[src/rtl/syn_fifo_pkg.sv]
// Shared types and width helpers for the bus-width-matching FIFO family.
package syn_fifo_pkg;

   typedef enum logic {LITTLE_E, BIG_E} endian_e;

   function automatic int unsigned min_f(input int unsigned a, input int unsigned b);
      return (a < b) ? a : b;
   endfunction

   function automatic int unsigned ratio_f(input int unsigned a, input int unsigned b);
      return (a > b) ? a / b : b / a;
   endfunction

   function automatic bit is_pow2_f(input int unsigned v);
      return (v != 0) && ((v & (v - 1)) == 0);
   endfunction

   // Granule width and lane counts derived from the two bus widths.
   function automatic int unsigned gran_f(input int unsigned wr_w, input int unsigned rd_w);
      return min_f(wr_w, rd_w);
   endfunction

   function automatic int unsigned lanes_f(input int unsigned w, input int unsigned wr_w,
                                           input int unsigned rd_w);
      return w / min_f(wr_w, rd_w);
   endfunction

endpackage

[src/rtl/syn_fifo_ram.sv]
// Simple dual-port granule RAM: WR_G-lane write port, RD_G-lane registered read port.
module syn_fifo_ram #(
   parameter int unsigned G     = 8,
   parameter int unsigned DEPTH = 16,
   parameter int unsigned WR_G  = 4,
   parameter int unsigned RD_G  = 1,
   localparam int unsigned AW   = $clog2(DEPTH)
) (
   input  logic                 clk,
   input  logic                 rst,
   input  logic                 we,
   input  logic [AW-1:0]        waddr,
   input  logic [WR_G*G-1:0]    wdata,
   input  logic                 re,
   input  logic [AW-1:0]        raddr,
   output logic [RD_G*G-1:0]    rdata
);

   logic [G-1:0] mem [DEPTH];

   always_ff @(posedge clk) begin
      if (we) begin
         for (int j = 0; j < WR_G; j++) begin
            mem[waddr + AW'(j)] <= wdata[j*G +: G];
         end
      end
   end

   // Only the read register is reset; the array keeps stale contents.
   always_ff @(posedge clk) begin
      if (rst) begin
         rdata <= '0;
      end else if (re) begin
         for (int j = 0; j < RD_G; j++) begin
            rdata[j*G +: G] <= mem[raddr + AW'(j)];
         end
      end
   end

endmodule

[src/rtl/syn_fifo_bm.sv]
// Single-clock FIFO with bus-width matching, lane-order select and almost flags.
// Optional sticky ovf_o/udf_o outputs are enabled by defining SYN_FIFO_ERR_FLAGS_EN.
module syn_fifo_bm
   import syn_fifo_pkg::*;
#(
   parameter int unsigned FIFO_ENTRIES = 16,
   parameter int unsigned WR_WIDTH     = 32,
   parameter int unsigned RD_WIDTH     = 8,
   localparam int unsigned CNT_W       = $clog2(FIFO_ENTRIES) + 1
) (
   input  logic                clk_i,
   input  logic                rst_i,
   input  logic                big_en_i,
   input  logic                wr_i,
   input  logic [WR_WIDTH-1:0] data_in_i,
   input  logic                rd_i,
   output logic [RD_WIDTH-1:0] data_out_o,
   output logic                data_vld_o,
   input  logic [CNT_W-1:0]    af_offset_i,
   input  logic [CNT_W-1:0]    ae_offset_i,
   output logic                fifo_empty_o,
   output logic                fifo_full_o,
   output logic                half_full_o,
   output logic                af_o,
   output logic                ae_o,
`ifdef SYN_FIFO_ERR_FLAGS_EN
   output logic                ovf_o,
   output logic                udf_o,
`endif
   output logic [CNT_W-1:0]    fill_cnt_o
);

   localparam int unsigned G    = gran_f(WR_WIDTH, RD_WIDTH);
   localparam int unsigned WR_G = lanes_f(WR_WIDTH, WR_WIDTH, RD_WIDTH);
   localparam int unsigned RD_G = lanes_f(RD_WIDTH, WR_WIDTH, RD_WIDTH);
   localparam int unsigned AW   = $clog2(FIFO_ENTRIES);

   initial begin
      assert (is_pow2_f(FIFO_ENTRIES) && FIFO_ENTRIES >= 4)
         else $error("syn_fifo_bm: FIFO_ENTRIES must be a power of two >= 4");
      assert (is_pow2_f(ratio_f(WR_WIDTH, RD_WIDTH)) &&
              (WR_WIDTH > RD_WIDTH ? WR_WIDTH % RD_WIDTH : RD_WIDTH % WR_WIDTH) == 0)
         else $error("syn_fifo_bm: bus widths must differ by a power-of-two factor");
      assert (FIFO_ENTRIES % ratio_f(WR_WIDTH, RD_WIDTH) == 0)
         else $error("syn_fifo_bm: FIFO_ENTRIES must be a multiple of the width ratio");
   end

   endian_e          endian_q;
   logic [AW-1:0]    wptr_q, rptr_q;
   logic [CNT_W-1:0] count_q, count_d, free;
   logic             vld_q, wr_acc, rd_acc;
   logic [WR_WIDTH-1:0] wr_lanes;
   logic [RD_WIDTH-1:0] rd_lanes;

   assign free   = CNT_W'(FIFO_ENTRIES) - count_q;
   assign wr_acc = wr_i & ~rst_i & (free >= CNT_W'(WR_G));
   assign rd_acc = rd_i & ~rst_i & (count_q >= CNT_W'(RD_G));

   always_comb begin
      count_d = count_q;
      if (wr_acc) count_d = count_d + CNT_W'(WR_G);
      if (rd_acc) count_d = count_d - CNT_W'(RD_G);
   end

   always_ff @(posedge clk_i) begin
      if (rst_i) begin
         endian_q <= endian_e'(big_en_i);
         wptr_q   <= '0;
         rptr_q   <= '0;
         count_q  <= '0;
         vld_q    <= 1'b0;
      end else begin
         if (wr_acc) wptr_q <= wptr_q + AW'(WR_G);
         if (rd_acc) rptr_q <= rptr_q + AW'(RD_G);
         count_q <= count_d;
         vld_q   <= rd_acc;
      end
   end

   // RAM lanes are in FIFO order; lane order only affects the bus-side mapping.
   always_comb begin
      wr_lanes = '0;
      for (int j = 0; j < WR_G; j++) begin
         wr_lanes[j*G +: G] = (endian_q == BIG_E) ? data_in_i[(WR_G-1-j)*G +: G]
                                                  : data_in_i[j*G +: G];
      end
   end

   always_comb begin
      data_out_o = '0;
      for (int j = 0; j < RD_G; j++) begin
         if (endian_q == BIG_E) data_out_o[(RD_G-1-j)*G +: G] = rd_lanes[j*G +: G];
         else                   data_out_o[j*G +: G]          = rd_lanes[j*G +: G];
      end
   end

   syn_fifo_ram #(
      .G     (G),
      .DEPTH (FIFO_ENTRIES),
      .WR_G  (WR_G),
      .RD_G  (RD_G)
   ) u_ram (
      .clk   (clk_i),
      .rst   (rst_i),
      .we    (wr_acc),
      .waddr (wptr_q),
      .wdata (wr_lanes),
      .re    (rd_acc),
      .raddr (rptr_q),
      .rdata (rd_lanes)
   );

   assign data_vld_o   = vld_q;
   assign fill_cnt_o   = count_q;
   assign fifo_empty_o = count_q < CNT_W'(RD_G);
   assign fifo_full_o  = free < CNT_W'(WR_G);
   assign half_full_o  = count_q >= CNT_W'(FIFO_ENTRIES / 2);
   assign af_o = (af_offset_i >= CNT_W'(FIFO_ENTRIES)) ||
                 (count_q >= CNT_W'(FIFO_ENTRIES) - af_offset_i);
   assign ae_o = (ae_offset_i >= CNT_W'(FIFO_ENTRIES)) || (count_q <= ae_offset_i);

`ifdef SYN_FIFO_ERR_FLAGS_EN
   logic ovf_q, udf_q;

   always_ff @(posedge clk_i) begin
      if (rst_i) begin
         ovf_q <= 1'b0;
         udf_q <= 1'b0;
      end else begin
         if (wr_i && fifo_full_o)  ovf_q <= 1'b1;
         if (rd_i && fifo_empty_o) udf_q <= 1'b1;
      end
   end

   assign ovf_o = ovf_q;
   assign udf_o = udf_q;
`endif

endmodule

[config.mk]
export PLATFORM = sky130hd
export DESIGN_NAME = syn_fifo_bm
export DESIGN_NICKNAME = d
export VERILOG_FILES = /design/src/rtl/syn_fifo_pkg.sv /design/src/rtl/syn_fifo_ram.sv /design/src/rtl/syn_fifo_bm.sv
export SDC_FILE = /design/constraint.sdc
export NUM_CORES = 1
export LEC_CHECK = 0
export CELL_PAD_IN_SITES_DETAIL_PLACEMENT = 0
export CELL_PAD_IN_SITES_GLOBAL_PLACEMENT = 2
export CORE_MARGIN = 10
export CORE_UTILIZATION = 42
export CTS_CLUSTER_SIZE = 24
export DETAILED_ROUTE_END_ITERATION = 16
export PLACE_DENSITY_LB_ADDON = 0.2
export SYNTH_ARGS = -nofsm -noshare
export SYNTH_HDL_FRONTEND = slang
export SYNTH_SLANG_ARGS = --single-unit
[constraint.sdc]
create_clock -name clk_i -period 3.1 [get_ports clk_i]
set_input_delay 0.93 -clock clk_i [delete_from_list [all_inputs] [get_ports clk_i]]
set_output_delay 0.93 -clock clk_i [all_outputs]
set_load 0.005 [all_outputs]
* Yosys cells after proc, flatten, opt, wreduce, memory -nomap -nowiden *
Memories as Yosys holds them, arrays and structs flattened. A register that Yosys moved wholly into a read port is not among the register bits.
Index checks and enable logic that the tools add are counted.

storage, ports and cells
  register bits = 15
  memory bits (writable) = 128
  output and inout bits = 19
  logic and storage cells = 39
  memories kept = 1

memories
  name       words  bits a word  rd ports  clocked after memory_dff  wr ports  line                source
  u_ram.mem  16     8            1         1                         4         syn_fifo_ram.sv:19  logic [G-1:0] mem [DEPTH];

operators by class
  add/sub/neg operators = 9
  magnitude comparators = 9
  multiplexer cells = 8
  bitwise logic cells = 5
  reduce and logical (&&, ||, !) cells = 2

operators by type and width
  cell                                                  count
  two-way mux 8 bit                                     4
  >= comparator 5 bit (second input constant)           2
  two-way mux 5 bit                                     2
  subtractor 5 bit (first input constant)               2
  adder 4 x 1 -> 4 bit (second input constant)          2
  adder 4 x 2 -> 4 bit (second input constant)          2
  adder 5 x 3 -> 5 bit (second input constant)          1
  >= comparator 5 x 1 -> 1 bit (second input constant)  1
  >= comparator 5 x 3 -> 1 bit (second input constant)  1
  >= comparator 5 x 4 -> 1 bit (second input constant)  1
  >= comparator 5 bit                                   1
  less-or-equal comparator 5 bit                        1
  < comparator 5 x 1 -> 1 bit (second input constant)   1
  < comparator 5 x 3 -> 1 bit (second input constant)   1
  subtractor 5 x 1 -> 5 bit (second input constant)     1
  adder 4 x 3 -> 4 bit (second input constant)          1
  bitwise AND 1 bit                                     4
  logical OR 1 bit                                      2
  two-way mux 1 bit                                     2
  NOT 1 bit                                             1

* Depth between registers and ports, before layout *
  depth after elaboration = 6
  mapped depth = 8

* Hierarchy *
A second synthesis with hierarchy kept.

second synthesis, totals
  cells, all modules = 1,382
  area total of the unflattened synthesis = 12,483.2 sq um

modules (own cells, without submodules)
  module        times used  cells each  area an instance (sq um)  sequential area each (sq um)
  syn_fifo_ram  1           1,214       10,986.8                  4,003.8
  syn_fifo_bm   1           168         1,496.4                   270.3

* Worst setup path after synthesis *
No wires, ideal clock.

  path kind = input to output
  start = input port af_offset_i[0]
  end = output port af_o
  data arrival time = 2.019 ns
  data required time = 2.170 ns
  path slack = 0.151 ns
  stages = 8
  path through = inv_1 > ha_1 > nor3b_1 > ha_1 > inv_1 > ha_1 > a211oi_1 > o21ai_1

on the way
  word-level cells in the longest chain between the ends = 3
  elaborated cells on any way between the ends = 4
  classes of those cells = add/sub: 1; order compare: 2; reduce/logical: 1

RTL lines
  what                 line                source
  from (decl)          syn_fifo_bm.sv:19   input logic [CNT_W-1:0] af_offset_i,
  subtractor 5 bit     syn_fifo_bm.sv:119  (count_q >= CNT_W'(FIFO_ENTRIES) - af_offset_i);
  >= comparator 5 bit  syn_fifo_bm.sv:119
  logical OR 1 bit *   syn_fifo_bm.sv:118  assign af_o = (af_offset_i >= CNT_W'(FIFO_ENTRIES)) ||
  to (decl)            syn_fifo_bm.sv:24   output logic af_o,

Mark *: on every way between the ends. The rest lies on a longest branch, timed or not.

* Worst setup path after layout *
  start = input port ae_offset_i[1]
  end = output port ae_o

on the way
  word-level cells in the longest chain between the ends = 2
  elaborated cells on any way between the ends = 3
  classes of those cells = order compare: 2; reduce/logical: 1

RTL lines
  what                                                                          line                source
  from (decl)                                                                   syn_fifo_bm.sv:20   input logic [CNT_W-1:0] ae_offset_i,
  >= comparator 5 bit / less-or-equal comparator 5 bit (equally long branches)  syn_fifo_bm.sv:120  assign ae_o = (ae_offset_i >= CNT_W'(FIFO_ENTRIES)) || (count_q <= ae_offset_i);
  logical OR 1 bit *                                                            syn_fifo_bm.sv:120
  to (decl)                                                                     syn_fifo_bm.sv:25   output logic ae_o,

Marks and branches as above.

==> metrics <==
Die H around 150 um; first-pass GRT wire length 21800 um; global placement routability congestion 0.759; worst reg2reg endpoint u_ram.mem[2][6]; FF-to-FF path depth 7; hold bufs inserted after CTS 0; TritonCTS Buffers 17; Diodes inserted 0; post-synth cell types 49; top cell type by total area after synthesis edfxtp_1; static leakage between 2 and 3 nW; FF+latch count, synth 149; Hold Path Class flip-flop to flip-flop; Layout Nets around 560; syn_nets 467; Critical Path End Type output pin; fillers 1276; detailed-route wire length 13800 um; clk sink count 149; critical path required time 2.17 ns; RSZ-0062 raised after global routing yes; CTS H-tree depth 4; synthesis warning total 0; upper clock frequency limit about 320 MHz; residual DRC count 0; depth of the worst hold-timing path 2; Top FF cell, synth edfxtp_1; full die area ~21000 sq um; Mapped Cells 398; Area Overhead vs Synth 26.2%; Setup-failing EPs final 2; Die Width between 100 and 150 um; clk_skew 0.0110 ns; initial antenna violation count 0; Final min period approximately 3.2 ns; Via Count 3731; CTS tree yes; GRT Overall Usage 0.130; critical path launch point type primary input; status finished with violations; Max clock buf depth 2; Pre-antenna DRT Iters 4; final setup margin -0.0744 ns; worst skew pair latency 0.41 ns; final core utilization 0.536; Rows 46; Crit Reg-Reg Startpoint fill_cnt_o[1]; Maximum Capacitance Violations 0; Syn Std Cell Area approximately 6700 sq um; Post-DRT Antenna Nets 0; Wirelength per Cell 19.3 um; num ports 66; hold path start u_ram.rdata[4]; failing checks negative setup slack; Final Hold Fails 0; Core Region 15700 sq um; Post-synth EDFFs 129; register area share after synthesis 0.641; period utilization 1.02; r2r setup slk 0.86 ns; DR iter-0 viols 191; crit path kind primary input to output pin; Slew @ Worst Pin between 0.7 and 0.8 ns; Slew HR 0.480; dominant cells by area after synthesis edfxtp_1, mux4_2, dfxtp_1; Initial Utilization 0.425; Hold WS roughly 0.46 ns; share of layout cells above drive strength 1 0.282; largest fanout on the critical path 2; WHS Endpoint u_ram.rdata[4]; vias in the first global route 4014; clk slew on worst S/H paths 0.06 ns; IO buf count 65; maximum VDD drop a little over 0.4 mV; power per cell area about 770 nW/um^2; worst path arrival time 2.24 ns; dpl hpwl 8950 um; CTS root buffer clkbuf_16; Async SR Flop Fraction 0; Synth top area share 0.581; Final Max Slew Viols 0; Vias per Instance roughly 5.2; largest net degree at the start of global routing 33; grt ovf 0; Setup Slack @ Placement -0.891 ns; syn_area_per_cell 16.8 sq um
## sequential cells by signal (all words and copies together), names as in the netlist
name         count
u_ram.mem      128
u_ram.rdata      8
fill_cnt_o       5
rptr_q           4
wptr_q           2
data_vld_o       1
endian_q         1
## report_power, final
| part | leakage (nW) | total (mW) | switching, mW | internal (mW) |
|---|---|---|---|---|
| Combinational | 1.28 | 1.79 | 0.860 | 0.929 |
| Sequential | 1.34 | 2.77 | 0.178 | 2.59 |
| Clock | 0.261 | 1.94 | 0.769 | 1.17 |
| Total | 2.88 | 6.50 | 1.81 | 4.69 |
## worst max-delay path, cell delays in order
cell and delay (ns):
buf_2 0.10, inv_2 0.06, ha_4 0.19, nor2b_1 0.12
o21a_1 0.17, o21a_1 0.18, o21a_1 0.20, o221ai_2 0.14
buf_2 0.15
## how the worst max path moves through the flow
stage	from	depth (start not counted)	endpoint	slack [ns]
3_5_place_dp	af_offset_i[1]	10	af_o	-0.89
3_3_place_gp	af_offset_i[0]	10	af_o	-0.87
2_1_floorplan	af_offset_i[0]	8	af_o	0.15
6_report	ae_offset_i[1]	9	ae_o	-0.07
4_1_cts	af_offset_i[1]	8	af_o	-0.11
5_1_grt	ae_offset_i[1]	9	ae_o	-0.14
## stage by stage
| step | TNS [ns] | power (mW) | std cells | instance area, sq um |
|---|---|---|---|---|
| floorplan | 0 | 3.88 | 398 | 6670 |
| global route | -0.232 | 6.87 | 716 | 8420 |
| CTS | -0.208 | 6.56 | 716 | 8370 |
| detailed placement | -1.75 | 4.58 | 682 | 7710 |
| global placement | -1.71 | 4.53 | 682 | 7710 |
| finish | -0.102 | 6.50 | 716 | 8420 |
## cells in the mapped netlist, types with 3 or more instances
library cell and n:
a211oi_1 3, a22o_1 14, nor2b_1 4, mux4_2 32
mux2_1 14, buf_1 7, inv_1 15, mux2_2 18
mux2i_1 5, a21o_1 3, buf_6 3, and2_1 5
dfxtp_1 20, a21oi_1 10, o21ai_1 8, o31ai_1 3
nor3b_1 3, nand2b_1 3, nand2_1 18, nor2_1 13
xor2_1 3, clkbuf_1 5, ha_1 22, edfxtp_1 129
o21a_1 4, xnor2_1 3
## layer usage
layer	wire (um)	GRT usage	share of wire
met5	0	0	0
met2	7230	0.230	0.52
met4	164	0.0440	0.012
met1	5970	0.151	0.43
met3	464	0.0331	0.034
## cell usage in the layout, fill, tap and decap left out, types with 8 or more instances in the layout
cell type	synthesis	layout
o21ai_1	8	8
a22o_1	14	14
clkbuf_16	0	17
ha_1	22	14
buf_4	2	17
nor2_1	13	13
clkdlybuf4s50_1	0	53
inv_1	15	9
mux2_1	14	14
nand2_1	18	17
edfxtp_1	129	129
mux2_2	18	18
mux4_2	32	32
a21oi_1	10	9
dfxtp_1	20	16
## area by class of cell
type	count	area, sq um	share of cell area
clock buffers	18	429	0.0510
clock inverters	14	138	0.0164
inverters	15	58.8	0.00699
multi-input cells	216	2370	0.281
flip-flops and latches	149	4280	0.509
well taps	216	270	0.0321
repair buffers	88	872	0.104
## logic make-up (layout without fill, tap and decap cells)
| family | count (synthesis) | count (layout) | share of synthesized area |
|---|---|---|---|
| flip-flops | 149 | 149 | 0.641 |
| multiplexers | 69 | 69 | 0.170 |
| AND/OR/NAND/NOR | 62 | 62 | 0.0493 |
| AO/OA/AOI/OAI | 54 | 54 | 0.0587 |
| buffers and inverters | 33 | 135 | 0.0233 |
| adder cells (fa/ha/maj) | 22 | 22 | 0.0413 |
| XOR/XNOR | 9 | 9 | 0.0171 |
## timing repair
item                       CTS  global route
setup buffers                2             0
setup endpoints to repair    3             2
gates resized for setup     48            14
pin swaps                   15             9
(Power assumes the default switching activity.)
